[src/rtl/ssd_scan_pkg.sv]
// Shared types and constants for the seven-segment scan controller.
package ssd_scan_pkg;

    localparam logic [3:0] BLANK_CODE = 4'd0;

    typedef logic [3:0] digit_code_t;

    typedef enum logic {
        ST_BLANK = 1'b0,
        ST_SHOW  = 1'b1
    } scan_state_t;

endpackage

[src/rtl/ssd_scan_ctrl_if.sv]
// Digit-code load port and display-side outputs of the scan controller.
interface ssd_scan_ctrl_if #(
    parameter int NUM_DIGITS = 4
);
    import ssd_scan_pkg::*;

    logic                    load;
    logic [4*NUM_DIGITS-1:0] digits_in;
    logic [NUM_DIGITS-1:0]   digit_en_in;
    digit_code_t             count_out;
    logic [NUM_DIGITS-1:0]   anode_n;
    logic                    frame_done;

    modport master (
        output load, digits_in, digit_en_in,
        input  count_out, anode_n, frame_done
    );

    modport slave (
        input  load, digits_in, digit_en_in,
        output count_out, anode_n, frame_done
    );

endinterface

[src/rtl/ssd_slot_timer.sv]
// Slot cycle counter: terminal-count strobes for the blanking gap, the
// second-to-last slot cycle and the last slot cycle.
module ssd_slot_timer #(
    parameter int REFRESH_DIV  = 50000,
    parameter int BLANK_CYCLES = 16
) (
    input  logic clk,
    input  logic rst,
    output logic blank_done,
    output logic slot_pre_done,
    output logic slot_done
);
    localparam int CNT_W = $clog2(REFRESH_DIV);
    localparam logic [CNT_W-1:0] BLANK_LAST = CNT_W'(BLANK_CYCLES - 1);
    localparam logic [CNT_W-1:0] SLOT_PRE   = CNT_W'(REFRESH_DIV - 2);
    localparam logic [CNT_W-1:0] SLOT_LAST  = CNT_W'(REFRESH_DIV - 1);

    logic [CNT_W-1:0] cnt_r;

    // Position within the current slot, restarting at every slot boundary
    always_ff @(posedge clk) begin
        if (rst) begin
            cnt_r <= {CNT_W{1'b0}};
        end else if (cnt_r == SLOT_LAST) begin
            cnt_r <= {CNT_W{1'b0}};
        end else begin
            cnt_r <= cnt_r + CNT_W'(1);
        end
    end

    assign blank_done    = (cnt_r == BLANK_LAST);
    assign slot_pre_done = (cnt_r == SLOT_PRE);
    assign slot_done     = (cnt_r == SLOT_LAST);

endmodule

[src/rtl/ssd_scan_ctrl.sv]
// Time-multiplexed seven-segment scan controller with blanking gap.
// Optional SSD_SCAN_SHADOW_EN: loads are held in a shadow until the frame boundary.
module ssd_scan_ctrl #(
    parameter int NUM_DIGITS   = 4,
    parameter int REFRESH_DIV  = 50000,
    parameter int BLANK_CYCLES = 16
) (
    input logic            clk,
    input logic            rst,
    ssd_scan_ctrl_if.slave bus
);
    import ssd_scan_pkg::*;

    localparam int IDX_W = (NUM_DIGITS > 1) ? $clog2(NUM_DIGITS) : 1;
    localparam int DW    = 4 * NUM_DIGITS;
    localparam logic [IDX_W-1:0] LAST_IDX = IDX_W'(NUM_DIGITS - 1);

    logic                  blank_done_s;
    logic                  slot_pre_done_s;
    logic                  slot_done_s;
    scan_state_t           state_r;
    logic [IDX_W-1:0]      idx_r;
    logic [DW-1:0]         digits_r;
    logic [NUM_DIGITS-1:0] en_r;
    logic [DW-1:0]         digits_nxt_s;
    logic [NUM_DIGITS-1:0] en_nxt_s;
    digit_code_t           count_out_r;
    logic [NUM_DIGITS-1:0] anode_n_r;
    logic                  frame_done_r;

    function automatic digit_code_t code_of(input logic [DW-1:0] d, input logic [IDX_W-1:0] sel);
        digit_code_t c;
        c = BLANK_CODE;
        for (int i = 0; i < NUM_DIGITS; i++) begin
            c = c | (d[4*i +: 4] & {4{sel == IDX_W'(i)}});
        end
        return c;
    endfunction

    function automatic logic [NUM_DIGITS-1:0] anode_of(input logic [NUM_DIGITS-1:0] en, input logic [IDX_W-1:0] sel);
        logic [NUM_DIGITS-1:0] a;
        for (int i = 0; i < NUM_DIGITS; i++) begin
            a[i] = ~(en[i] & (sel == IDX_W'(i)));
        end
        return a;
    endfunction

    ssd_slot_timer #(
        .REFRESH_DIV  (REFRESH_DIV),
        .BLANK_CYCLES (BLANK_CYCLES)
    ) u_timer (
        .clk           (clk),
        .rst           (rst),
        .blank_done    (blank_done_s),
        .slot_pre_done (slot_pre_done_s),
        .slot_done     (slot_done_s)
    );

`ifdef SSD_SCAN_SHADOW_EN
    logic [DW-1:0]         shadow_digits_r;
    logic [NUM_DIGITS-1:0] shadow_en_r;
    logic                  pending_r;
    logic                  frame_wrap_s;

    assign frame_wrap_s = (state_r == ST_SHOW) && slot_done_s && (idx_r == LAST_IDX);

    // Active codes change only at the frame boundary; a load on that very edge wins over the shadow
    always_comb begin
        digits_nxt_s = digits_r;
        en_nxt_s     = en_r;
        if (frame_wrap_s && bus.load) begin
            digits_nxt_s = bus.digits_in;
            en_nxt_s     = bus.digit_en_in;
        end else if (frame_wrap_s && pending_r) begin
            digits_nxt_s = shadow_digits_r;
            en_nxt_s     = shadow_en_r;
        end else begin
            digits_nxt_s = digits_r;
            en_nxt_s     = en_r;
        end
    end

    // Shadow capture and pending flag
    always_ff @(posedge clk) begin
        if (rst) begin
            shadow_digits_r <= {DW{1'b0}};
            shadow_en_r     <= {NUM_DIGITS{1'b0}};
            pending_r       <= 1'b0;
        end else if (frame_wrap_s) begin
            pending_r       <= 1'b0;
        end else if (bus.load) begin
            shadow_digits_r <= bus.digits_in;
            shadow_en_r     <= bus.digit_en_in;
            pending_r       <= 1'b1;
        end
    end
`else
    // Loads go straight to the active codes, so the current slot updates mid-slot
    always_comb begin
        digits_nxt_s = digits_r;
        en_nxt_s     = en_r;
        if (bus.load) begin
            digits_nxt_s = bus.digits_in;
            en_nxt_s     = bus.digit_en_in;
        end else begin
            digits_nxt_s = digits_r;
            en_nxt_s     = en_r;
        end
    end
`endif

    // Scan FSM; outputs are computed from next-cycle codes so a load shows one cycle later
    always_ff @(posedge clk) begin
        if (rst) begin
            state_r      <= ST_BLANK;
            idx_r        <= {IDX_W{1'b0}};
            digits_r     <= {DW{1'b0}};
            en_r         <= {NUM_DIGITS{1'b0}};
            count_out_r  <= BLANK_CODE;
            anode_n_r    <= {NUM_DIGITS{1'b1}};
            frame_done_r <= 1'b0;
        end else begin
            digits_r     <= digits_nxt_s;
            en_r         <= en_nxt_s;
            frame_done_r <= slot_pre_done_s && (idx_r == LAST_IDX);
            case (state_r)
                ST_BLANK: begin
                    if (blank_done_s) begin
                        state_r     <= ST_SHOW;
                        count_out_r <= code_of(digits_nxt_s, idx_r);
                        anode_n_r   <= anode_of(en_nxt_s, idx_r);
                    end else begin
                        count_out_r <= BLANK_CODE;
                        anode_n_r   <= {NUM_DIGITS{1'b1}};
                    end
                end
                ST_SHOW: begin
                    if (slot_done_s) begin
                        state_r     <= ST_BLANK;
                        idx_r       <= (idx_r == LAST_IDX) ? {IDX_W{1'b0}} : idx_r + IDX_W'(1);
                        count_out_r <= BLANK_CODE;
                        anode_n_r   <= {NUM_DIGITS{1'b1}};
                    end else begin
                        count_out_r <= code_of(digits_nxt_s, idx_r);
                        anode_n_r   <= anode_of(en_nxt_s, idx_r);
                    end
                end
                default: begin
                    state_r     <= ST_BLANK;
                    idx_r       <= {IDX_W{1'b0}};
                    count_out_r <= BLANK_CODE;
                    anode_n_r   <= {NUM_DIGITS{1'b1}};
                end
            endcase
        end
    end

    assign bus.count_out  = count_out_r;
    assign bus.anode_n    = anode_n_r;
    assign bus.frame_done = frame_done_r;

endmodule

[src/flat_wrapper.sv]
// flat-port wrapper written by rule: the top's interface ports become plain ports
module ssd_scan_ctrl_flat import ssd_scan_pkg::*;
#(
    parameter int NUM_DIGITS   = 4,
    parameter int REFRESH_DIV  = 50000,
    parameter int BLANK_CYCLES = 16
)
  (clk, rst, bus_load, bus_digits_in, bus_digit_en_in, bus_count_out, bus_anode_n, bus_frame_done);
  ssd_scan_ctrl_if #(.NUM_DIGITS(NUM_DIGITS)) bus_i ();
  input logic clk;
  input logic rst;
  input wire logic [$bits(bus_i.load)-1:0] bus_load;
  input wire logic [$bits(bus_i.digits_in)-1:0] bus_digits_in;
  input wire logic [$bits(bus_i.digit_en_in)-1:0] bus_digit_en_in;
  output wire logic [$bits(bus_i.count_out)-1:0] bus_count_out;
  output wire logic [$bits(bus_i.anode_n)-1:0] bus_anode_n;
  output wire logic [$bits(bus_i.frame_done)-1:0] bus_frame_done;
  assign bus_i.load = bus_load;
  assign bus_i.digits_in = bus_digits_in;
  assign bus_i.digit_en_in = bus_digit_en_in;
  assign bus_count_out = bus_i.count_out;
  assign bus_anode_n = bus_i.anode_n;
  assign bus_frame_done = bus_i.frame_done;
  ssd_scan_ctrl #(.NUM_DIGITS(NUM_DIGITS), .REFRESH_DIV(REFRESH_DIV), .BLANK_CYCLES(BLANK_CYCLES)) u_core (.clk(clk), .rst(rst), .bus(bus_i));
endmodule
[config.mk]
export PLATFORM = sky130hd
export DESIGN_NAME = ssd_scan_ctrl_flat
export DESIGN_NICKNAME = d
export VERILOG_FILES = /design/src/rtl/ssd_scan_pkg.sv /design/src/rtl/ssd_scan_ctrl_if.sv /design/src/rtl/ssd_slot_timer.sv /design/src/rtl/ssd_scan_ctrl.sv /design/src/flat_wrapper.sv
export SDC_FILE = /design/constraint.sdc
export NUM_CORES = 1
export LEC_CHECK = 0
export BUFFER_PORTS_ARGS = -buffer_cell sky130_fd_sc_hd__buf_2
export CELL_PAD_IN_SITES_DETAIL_PLACEMENT = 1
export CELL_PAD_IN_SITES_GLOBAL_PLACEMENT = 2
export CORE_MARGIN = 3
export CORE_UTILIZATION = 34
export CTS_BUF_LIST = sky130_fd_sc_hd__clkbuf_8
export CTS_CLUSTER_SIZE = 40
export DETAILED_ROUTE_END_ITERATION = 10
export MAX_ROUTING_LAYER = met4
export PLACE_DENSITY_LB_ADDON = 0.1
export SYNTH_ARGS = -nofsm -noshare
export SYNTH_HDL_FRONTEND = slang
export SYNTH_SLANG_ARGS = --single-unit
[constraint.sdc]
create_clock -name clk -period 1.5 [get_ports clk]
set_input_delay 0.3 -clock clk [delete_from_list [all_inputs] [get_ports clk]]
set_output_delay 0.3 -clock clk [all_outputs]
set_load 0.01 [all_outputs]
# ---- Word level (Yosys, flattened, before mapping)
# Cells that the tools add are included.
dict set report word_totals {
  register_bits 48
  inputBits 23
}
dict set report op_classes {
  n_addsub 2
  bitwise_logic 16
  n_mux 12
  n_eq_ne 6
  n_reduce_logical 4
}
# cell n
set ops {}
lappend ops {{== test 16 bit, second input constant} 2}
lappend ops {{2-to-1 mux 4 bit} 5}
lappend ops {{adder 16 x 1 -> 16 bit, second input constant} 1}
lappend ops {{AND 4 bit} 4}
lappend ops {{== test 16 x 4 -> 1 bit, second input constant} 1}
lappend ops {{2-to-1 mux 16 bit} 1}
lappend ops {{case mux 4 bit (2 select lines)} 2}
lappend ops {{OR 4 bit} 3}
lappend ops {{inverter 1 bit} 5}
lappend ops {{AND 1 bit} 4}
lappend ops {{== test 2 bit, second input constant} 2}
lappend ops {{adder 2 x 1 -> 2 bit, second input constant} 1}
lappend ops {{== test 2 x 1 -> 1 bit, second input constant} 1}
lappend ops {{zero test 2 bit} 1}
lappend ops {{2-to-1 mux 1 bit} 2}
lappend ops {{2-to-1 mux 2 bit} 1}
lappend ops {{case mux 1 bit (2 select lines)} 1}
lappend ops {{AND reduction 2 bit} 1}
lappend ops {{OR reduction 2 bit} 1}
lappend ops {{logical AND 1 bit} 1}

# ---- Logic depth before layout (Yosys ltp)
# Gate-level depths: netlist of the first run.
dict set report depth {
  word_depth 7
  mapped_depth 5
  depth_no_buf 5
}

# ---- Modules after synthesis
# A second synthesis of the first run with hierarchy kept.
dict set report unflattened {
  cells_unflattened 202
  area_unflattened_um2 2023.2
}
# mod area_per_inst_um2 cells_per_inst n_inst
set by_module_without_submodules {}
lappend by_module_without_submodules {ssd_scan_ctrl 1246.2 112 1}
lappend by_module_without_submodules {ssd_slot_timer 777.0 90 1}

# ---- Worst setup path after synthesis of the first run
# OpenSTA, ideal clock, no wires.
dict set report synth_path {
  kind {reg-to-reg}
  startpoint {register u_core.u_timer.cnt_r[5]}
  endpoint {register u_core.idx_r[0]}
  path_buffers 0
  arrival_time_ns 1.342
  required_time_ns 1.377
  setup_slack_ns 0.034
  synth_period_minus_slack_ns 1.466
  path_stages_with_launch 5
  setup_time_ns 0.123
  path_cell_list {dfxtp_1 nor3_1 nand4_4 nor2_2 mux2_1}
}
dict set report synth_between {
  elab_chain_len 2
}
# item line
set synth_lines {}
lappend synth_lines {{start: declaration} ssd_slot_timer.sv:18} ;# logic [CNT_W-1:0] cnt_r;
lappend synth_lines {{start signal: assignment} ssd_slot_timer.sv:23} ;# cnt_r <= {CNT_W{1'b0}};
lappend synth_lines {{start signal: assignment} ssd_slot_timer.sv:25} ;# cnt_r <= {CNT_W{1'b0}};
lappend synth_lines {{start signal: assignment} ssd_slot_timer.sv:27} ;# cnt_r <= cnt_r + CNT_W'(1);
lappend synth_lines {{== test 16 bit} ssd_slot_timer.sv:33} ;# assign slot_done = (cnt_r == SLOT_LAST);
lappend synth_lines {{AND reduction 2 bit (no line)} --}
lappend synth_lines {{end signal: assignment} ssd_scan_ctrl.sv:116} ;# idx_r <= {IDX_W{1'b0}};
lappend synth_lines {{end signal: assignment} ssd_scan_ctrl.sv:140} ;# idx_r <= (idx_r == LAST_IDX) ? {IDX_W{1'b0}} : idx_r + IDX_W'(1);
lappend synth_lines {{end signal: assignment} ssd_scan_ctrl.sv:150} ;# idx_r <= {IDX_W{1'b0}};
lappend synth_lines {{end: declaration} ssd_scan_ctrl.sv:22} ;# logic [IDX_W-1:0] idx_r;
# Every way passes these cells.
# A chain may end at the register's enable or synchronous reset.

# ---- Worst setup path after layout of the first run
dict set report layout_path {
  startpoint {register u_core.u_timer.cnt_r[13]}
  endpoint {register u_core.idx_r[0]}
}
# The elaborated chain is that of the path after synthesis.

==> results.yml, run 1 <==
job:
  cap_violations: 0
sta:
  finClkSkew_ns: 0.00548
  finalCritPeriodShare: 0.990
  tightest_slew_ns: 0.400
  rsz0062_at_grt: "yes"
  worst_slack_ns: 0.0147
  min_period_ns: 1.49
  clock.fmax_ghz: 0.673
  slew_headroom: 0.734
  hold_violations: 0
  setup_viol: 0
  finalSetupTns_ns: 0
  drv_slew: 0
logic_synthesis:
  ys_seq_elements: 48
  synthFlopType: "dfxtp_1"
  ys_seq_area_frac: 0.464
  syn_nets: 224
  avgSynthCellArea_um2: 10.6
  ys_warn_count: 0
  async_flop_share: 0
  synth_edf_count: 0
  syn-instance-count: 195
  syn-cell-area_um2: 2070
  ys_types: 33
worst_setup_path:
  crit_path_end: "u_core.idx_r[0]"
  startpoint: "u_core.u_timer.cnt_r[13]"
  path_class: "reg -> reg"
  reg2reg_to: "u_core.idx_r[0]"
  cp-end-kind: "flip-flop"
  timing.reg2reg.setup_slack_ns: 0.01
  worstPathMaxFanout: 4
  r2r_start: "u_core.u_timer.cnt_r[13]"
  crit_arrival_ns: 1.68
  required_ns: 1.69
  r2r_cells: 4
  startpoint_type: "flip-flop"
clock_tree:
  numCtsBuffers: 5
  cts.sinks: 48
  path_clk_slew_ns: 0.08
  clock_latency_ns: 0.30
  cts_tree: "yes"
  cts-htree-levels: 2
  cts_hold_buf: 0
  cts.path.max_buffers: 2
  cts-root-buf: "clkbuf_8"
min_path:
  hp-class: "in -> reg"
pwr:
  power_leakage_nw: 1.05
  power_density_nw_per_um2: 846
  p_total_mw: 2.26
  ir_worst_vdd_mv: 0.479
die:
  dieHeight_um: 84.0
  start_util: 0.362
  die_area_um2: 7060
  row_count: 27
  die_x_um: 84.0
  core_um2: 5710
  io_pins: 32
global_route:
  grt_pass1_wl_mm: 8.46
  overflow: 0
  first_global_vias: 1744
  track_usage: 0.154
  antenna_found_initial: 0
  grt_max_degree: 27
layout:
  antenna_cells: 0
  final_util: 0.467
  fin_area_um2: 2670
  drive_above_1_share: 0.414
  area_delta_synth_final_pct: 28.8
  nets: 280
  final_cell_mix: "dfxtp_1 (43), buf_2 (31), buf_4 (23)"
  final_common_cell: "dfxtp_1"
detailed_routing:
  drc: 0
  wl_per_cell_um: 15.4
  drt-total-wl_mm: 4.96
  first_pass_iters: 4
  viasPerCell: 4.90
  antenna_left: 0
  vias: 1583
  drt_iter0_drc: 48
place:
  place_hpwl_mm: 3.78
  place_ws_ns: -0.124
  dpl-instance-area_um2: 2470
  portBuffers: 31
  gp_congestion: 0.747
run_status:
  status: "finished clean"
[cells in the mapped netlist (2+ instances only)]
| cell type | n | area, um^2 |
|---|---|---|
| nand3b_1 | 4 | 30.0 |
| nand4_4 | 2 | 42.5 |
| nor2b_1 | 16 | 100 |
| buf_2 | 3 | 15.0 |
| nand3_1 | 3 | 15.0 |
| nor2_1 | 21 | 78.8 |
| nand2_1 | 3 | 11.3 |
| inv_1 | 6 | 22.5 |
| nand4_1 | 4 | 25.0 |
| nor2_2 | 5 | 31.3 |
| nor4_1 | 6 | 37.5 |
| nand2b_1 | 2 | 12.5 |
| nor3_1 | 10 | 50.1 |
| xnor2_1 | 13 | 114 |
| mux2i_1 | 5 | 50.1 |
| mux2_1 | 7 | 78.8 |
| ha_1 | 6 | 75.1 |
| dfxtp_1 | 48 | 961 |
| a22o_1 | 4 | 35.0 |
| mux2_2 | 10 | 113 |
| a221oi_1 | 4 | 35.0 |
| clkbuf_1 | 2 | 7.51 |
[routing by layer]
layer | global-route usage | up-vias | part of all wire
met1 | 0.186 | 764 | 0.45
met4 | 0.0351 | 0 | 0.0093
met2 | 0.255 | 25 | 0.50
met5 | - | - | 0
li1 | - | 788 | -
met3 | 0.0444 | 6 | 0.041
[area by class of cell]
class                           instances  area (um^2)
Clock buffer                            5         68.8
Clock inverter                          2         8.76
Fill cell                             639         3040
Inverter                                6         22.5
Multi-Input combinational cell        134         1150
Sequential cell                        48          967
Tap cell                               72         90.1
Timing Repair Buffer                   56          359
[sequential cells by signal (all words and copies together), names as in the netlist]
signal                 count
u_core.bus.frame_done      1
u_core.u_timer.cnt_r      16
u_core.en_r                4
u_core.digits_r           16
u_core.bus.anode_n         4
u_core.idx_r               2
u_core.state_r             1
u_core.bus.count_out       4
[repair_timing]
| item | in CTS | in global routing |
|---|---|---|
| pin swaps | 3 | 3 |
| resized for setup | 7 | 18 |
| endpoints found under the setup margin | 5 | 26 |
| setup buffers | 0 | 1 |
| hold endpoints to repair | 0 | 0 |
[logic make-up (layout without fill, tap and decap cells)]
family                   count (synthesis)  count (layout)  synth area share
multiplexers                            22              22             0.117
XOR/XNOR                                14              14            0.0593
flip-flops                              48              48             0.464
buffers and inverters                   13              69            0.0290
adder cells (fa/ha/maj)                  6               6            0.0363
AO/OA/AOI/OAI                           11              11            0.0520
AND/OR/NAND/NOR                         81              81             0.242
[worst min path at each step]
stage / to / cells past startpoint / from
final: u_core.u_timer.cnt_r[2] / 2 / rst
after detailed placement: u_core.en_r[0] / 2 / u_core.en_r[0]
after global routing: u_core.u_timer.cnt_r[2] / 2 / rst
after floorplan: u_core.u_timer.cnt_r[0] / 1 / u_core.u_timer.cnt_r[0]
after CTS: u_core.u_timer.cnt_r[2] / 2 / rst
after global placement: u_core.idx_r[1] / 2 / u_core.idx_r[1]
[where the power goes]
| part | switching, mW | internal (mW) |
|---|---|---|
| logic | 0.0922 | 0.114 |
| registers | 0.0162 | 1.31 |
| clock network | 0.411 | 0.311 |
| total | 0.520 | 1.74 |
[critical path: stages, from the launching register on]
cell     delay (ns)
dfxtp_2        0.35
nor4_4         0.37
nand4_4        0.20
nor2_4         0.15
mux2_4         0.31
[metrics by stage]
stage,hold WS [ns],std cells
2_1_floorplan,0.471,195
6_report,0.281,323
5_1_grt,0.284,323
3_3_place_gp,0.494,315
3_5_place_dp,0.499,315
4_1_cts,0.266,322
Power figures use the tool's default switching activity.
==> run 2: changes to the inputs <==
ABC_AREA = 1   (was unset)
CORE_MARGIN = unset   (was 3)
CORE_UTILIZATION = 33   (was 34)
clock period = 1.7 ns   (was 1.5 ns; I/O delays follow)
==> run 2 against run 1 <==
  * Register-to-register slack improved by 0.21 ns
  * Flip-flop and latch count did not move
  * Critical path type unchanged
  * Die area fell by 4.1%
  * Critical endpoint is now u_core.u_timer.cnt_r[2]
  * Clock power rose by 32%
  * Final cell count rose by 24%
  * Highest routed layer unchanged
  * Global-route usage rose by 1.3 points
  * Maximum frequency rose by 0.77%
==> results.yml, run 2 <==
run_status:
  status: "finished clean"
global_route:
  overflow: 0
  track_usage: 0.167
  antenna_found_initial: 0
  first_global_vias: 1778
  grt_max_degree: 21
  grt_pass1_wl_mm: 8.16
worst_setup_path:
  cp-end-kind: "flip-flop"
  required_ns: 1.88
  worstPathMaxFanout: 16
  startpoint_type: "flip-flop"
  timing.reg2reg.setup_slack_ns: 0.23
  crit_arrival_ns: 1.65
  r2r_cells: 6
  path_class: "reg -> reg"
  r2r_start: "u_core.u_timer.cnt_r[1]"
  reg2reg_to: "u_core.u_timer.cnt_r[2]"
layout:
  fin_area_um2: 2490
  seqCellArea_um2: 961
  antenna_cells: 0
  fillers: 795
  largestRegisters: "u_core.digits_r (16), u_core.u_timer.cnt_r (16)"
  final_common_cell: "nand2_1"
  area_delta_synth_final_pct: 17.4
  final_cell_mix: "nand2_1 (71), nor2_1 (53), dfxtp_1 (48)"
  drive_above_1_share: 0.191
  nets: 354
  multiInputGateArea_um2: 1040
logic_synthesis:
  yosys.area_share.simple: 0.344
  synth-xor-area-share: 0.0206
  syn-cell-area_um2: 2130
  synthMuxAreaShare: 0
  synth_top_family_by_area: "simple AND/OR/NAND/NOR gates"
  ys_types: 26
  ys_warn_count: 0
  async_flop_share: 0
  ys_seq_area_frac: 0.452
  ys_seq_elements: 48
  synthFlopType: "dfxtp_1"
  synth_common_cells: "nand2_1 (71), nor2_1 (53), dfxtp_1 (48)"
  synth_compound_area_frac: 0.0871
  synth_area_leaders: "dfxtp_1 (45%), nand2_1 (13%), nor2_1 (9.4%)"
  avgSynthCellArea_um2: 7.33
  yosys.area.top_type_share: 0.452
  syn-instance-count: 290
  synth_top_area_cell: "dfxtp_1"
  synth_edf_count: 0
  syn_nets: 319
  synthAdderAreaFrac: 0.0353
  yosysMostFrequentCell: "nand2_1"
sta:
  clock.fmax_ghz: 0.678
  rsz0062_at_grt: "no"
  min_period_ns: 1.47
  finClkSkew_ns: 0.0118
  setup_viol: 0
  drv_slew: 0
  slew_headroom: 0.776
  hold_violations: 0
  finalCritPeriodShare: 0.867
  tightest_slew_ns: 0.335
  finalSetupTns_ns: 0
detailed_routing:
  wl_per_cell_um: 12.4
  vias: 1842
  first_pass_iters: 4
  drt_iter0_drc: 73
  antenna_left: 0
  drt-total-wl_mm: 4.98
  viasPerCell: 4.61
  drc: 0
min_path:
  hp-start: "bus_digits_in[8]"
  hp-class: "in -> reg"
  hold_path_depth: 3
  worstHoldEndpoint: "u_core.digits_r[8]"
place:
  dpl-instance-area_um2: 2370
  gp_congestion: 0.719
  portBuffers: 31
  place_hpwl_mm: 3.78
pwr:
  power_density_nw_per_um2: 911
  p_switching_mw: 0.474
  p_total_mw: 2.27
  switching_share: 0.209
  seq_power_share: 0.515
  intPower_mw: 1.80
  ir_worst_vdd_mv: 0.404
  combPwrFrac: 0.064
  pwr-share-clk: 0.421
  power_leakage_nw: 1.07
die:
  core_um2: 6060
  dieHeight_um: 82.3
  start_util: 0.351
  io_pins: 32
  die_area_um2: 6770
  die_x_um: 82.3
  row_count: 28
clock_tree:
  path_clk_slew_ns: 0.09
  cts.sinks: 48
  clock_latency_ns: 0.30
  cts_tree: "yes"
  cts.path.max_buffers: 2
  cts_resized: 0
  cts-root-buf: "clkbuf_8"
  cts-htree-levels: 2
  post_cts_buffers: 0
  cts_hold_buf: 0
  numCtsBuffers: 5
job:
  cap_violations: 0
[run 2: cell count changes in the layout (fill, tap and decap cells not counted), sizes merged, moves of 7 or more]
cell   previous run  this run
a21oi             0        16
buf              56        35
inv               7        24
mux2             17         0
nand2             3        75
nor2             26        59
nor2b            16         0
nor3             10         2
nor4              7         0
o21ai             1        21
or2               0         8
xnor2            13         2
[run 2: metal layers]
metal	global-route usage	part of all wire	up-vias
li1	-	-	976
met1	0.223	0.52	837
met2	0.249	0.43	22
met3	0.0341	0.029	7
met4	0.0579	0.015	0
met5	-	0	-
[run 2: worst max-delay path by stage]
stage / slack, ns / start / to / depth (start not counted)
after global routing: 0.05 / u_core.u_timer.cnt_r[0] / u_core.u_timer.cnt_r[5] / 6
after global placement: 0.23 / bus_load / u_core.bus.count_out[0] / 7
after CTS: 0.17 / u_core.u_timer.cnt_r[1] / u_core.u_timer.cnt_r[2] / 6
after detailed placement: 0.19 / u_core.u_timer.cnt_r[1] / u_core.u_timer.cnt_r[5] / 6
after floorplan: 0.38 / u_core.u_timer.cnt_r[1] / u_core.u_timer.cnt_r[11] / 7
final: 0.23 / u_core.u_timer.cnt_r[1] / u_core.u_timer.cnt_r[2] / 6
[run 2: through the flow]
| step | cells | utilization | hold slack (ns) | setup WS (ns) |
|---|---|---|---|---|
| 4_1_cts | 400 | 0.412 | 0.295 | 0.174 |
| 2_1_floorplan | 290 | - | 0.430 | 0.383 |
| 5_1_grt | 400 | 0.412 | 0.301 | 0.0521 |
| 3_5_place_dp | 393 | 0.390 | 0.455 | 0.188 |
| 6_report | 400 | 0.412 | 0.301 | 0.226 |
| 3_3_place_gp | 393 | 0.390 | 0.442 | 0.225 |
[run 2: layout make-up]
class                           instances  share of cell area
Clock inverter                          2              0.0241
Inverter                               24              0.0361
Clock buffer                            5              0.0276
Timing Repair Buffer                   35              0.0742
Multi-Input combinational cell        211               0.415
Tap cell                               75              0.0376
Sequential cell                        48               0.385
[run 2: cells by family after synthesis]
group,count (synthesis)
AO/OA/AOI/OAI,37
XOR/XNOR,5
adder cells (fa/ha/maj),6
AND/OR/NAND/NOR,163
flip-flops,48
buffers and inverters,31
[run 2: critical path, stage by stage (launching register included)]
cell and delay [ns]:
dfxtp_1 0.38, ha_1 0.25, nand3_4 0.13, nor2_2 0.17, nand2_1 0.08, nand2_2 0.27, nor3b_1 0.09
[run 2: power groups by stage]
stage | logic (mW) | clock network [mW] | registers [mW]
global placement | 0.148 | 0 | 1.20
floorplan | 0.0945 | 0 | 1.19
detailed placement | 0.148 | 0 | 1.20
finish | 0.145 | 0.956 | 1.17
global route | 0.169 | 1.04 | 1.18
CTS | 0.150 | 0.998 | 1.17
==> run 3: changes to the inputs <==
CELL_PAD_IN_SITES_GLOBAL_PLACEMENT = 1   (was 2)
CORE_MARGIN = 4   (was unset)
CORE_UTILIZATION = 40   (was 33)
==> run 3 against run 2 <==
  * Flip-flop and latch count is the same
  * Worst hold slack is essentially flat
  * Die area shrank 3.3%
  * Count of clock-buffer cells in the layout grew 1
  * Via count grew 1.6%
  * Non-clock buffer count is the same
  * Register-to-register slack is essentially flat
  * Highest routed layer unchanged
==> results.yml, run 3 (synthesis results as in run 2) <==
run_status:
  status: "finished clean"
global_route:
  track_usage: 0.173
  grt_max_degree: 21
  grt_pass1_wl_mm: 8.53
  first_global_vias: 1833
  antenna_found_initial: 0
  overflow: 0
layout:
  stdcell_count: 396
  fin_area_um2: 2450
  largestRegisters: "u_core.digits_r (16), u_core.u_timer.cnt_r (16)"
  antenna_cells: 0
  drive_above_1_share: 0.190
  final_util: 0.477
  final_cell_mix: "nand2_1 (71), nor2_1 (53), dfxtp_1 (48)"
  nets: 354
  fillers: 708
  area_delta_synth_final_pct: 15.4
  final_common_cell: "nand2_1"
die:
  die_area_um2: 6540
  die_x_um: 80.9
  start_util: 0.414
  row_count: 26
  dieHeight_um: 80.9
  io_pins: 32
  core_um2: 5140
sta:
  hold_violations: 0
  clock.fmax_ghz: 0.675
  worst_slack_ns: 0.219
  drv_slew: 0
  min_period_ns: 1.48
  rsz0062_at_grt: "no"
  setup_viol: 0
  tightest_slew_ns: 0.330
  slew_headroom: 0.779
  hold_slack_ns: 0.301
  finClkSkew_ns: 0.00853
  finalCritPeriodShare: 0.871
  finalSetupTns_ns: 0
pwr:
  seq_power_share: 0.579
  pwr-share-clk: 0.351
  combPwrFrac: 0.071
  p_total_mw: 2.02
  power_leakage_nw: 1.06
  power_density_nw_per_um2: 825
  intPower_mw: 1.54
  p_switching_mw: 0.480
  switching_share: 0.237
  ir_worst_vdd_mv: 0.420
clock_tree:
  cts_hold_buf: 0
  cts-htree-levels: 2
  cts.path.max_buffers: 2
  cts_resized: 0
  path_clk_slew_ns: 0.09
  cts-root-buf: "clkbuf_8"
  cts.sinks: 48
  numCtsBuffers: 5
  post_cts_buffers: 0
  cts_tree: "yes"
  clock_latency_ns: 0.30
worst_setup_path:
  worstPathMaxFanout: 16
  crit_arrival_ns: 1.66
  path_class: "reg -> reg"
  required_ns: 1.88
  startpoint_type: "flip-flop"
  cp-end-kind: "flip-flop"
place:
  dpl-instance-area_um2: 2360
  place_ws_ns: 0.207
  portBuffers: 31
  gp_congestion: 0.763
  place_hpwl_mm: 3.79
  placed_cells: 388
detailed_routing:
  first_pass_iters: 4
  wl_per_cell_um: 12.6
  drt-total-wl_mm: 5.01
  drc: 0
  viasPerCell: 4.73
  vias: 1872
  drt_iter0_drc: 56
  antenna_left: 0
job:
  cap_violations: 0
min_path:
  hp-class: "in -> reg"
[run 3: changes by cell type in the layout (fill, tap and decap cells not counted)]
cell and delta:
clkinvlp_4 +1, bufinv_16 -2, clkbuf_8 +1, inv_1 +1
[run 3: worst max-delay path, cell delays in order (launching register included)]
cell,delay [ns]
dfxtp_1,0.38
ha_1,0.25
nand3_4,0.13
nor2_2,0.17
nand2_1,0.08
nand2_2,0.26
nor3b_1,0.09
[run 3: final cells by class]
class,instances,area [um^2],area share
Clock inverter,2,11.3,0.00459
Tap cell,70,87.6,0.0357
Multi-Input combinational cell,211,1040,0.422
Inverter,24,90.1,0.0367
Clock buffer,6,82.6,0.0337
Sequential cell,48,961,0.392
Timing Repair Buffer,35,185,0.0755
[run 3: per-layer routing]
layer  GRT usage  up-vias  routed length [um]
met1       0.236      861                2580
met5           -        -                   0
li1            -      982                   -
met4      0.0456        0                  57
met3      0.0377        7                 159
met2       0.259       22                2210
[run 3: worst paths after layout]
| check | from | endpoint | slack, ns | cells after the start |
|---|---|---|---|---|
| max reg2reg | u_core.u_timer.cnt_r[0] | u_core.u_timer.cnt_r[2] | 0.22 | 6 |
| max | u_core.u_timer.cnt_r[0] | u_core.u_timer.cnt_r[2] | 0.22 | 6 |
| min reg2reg | u_core.digits_r[1] | u_core.digits_r[1] | 0.47 | 2 |
| min | bus_digits_in[3] | u_core.digits_r[3] | 0.30 | 3 |
[run 3: power groups by stage]
| stage | clock network [mW] | registers (mW) | logic (mW) |
|---|---|---|---|
| 2_1_floorplan | 0 | 1.19 | 0.0945 |
| 3_3_place_gp | 0 | 1.20 | 0.144 |
| 3_5_place_dp | 0 | 1.20 | 0.146 |
| 4_1_cts | 0.743 | 1.17 | 0.147 |
| 5_1_grt | 0.787 | 1.18 | 0.166 |
| 6_report | 0.710 | 1.17 | 0.143 |
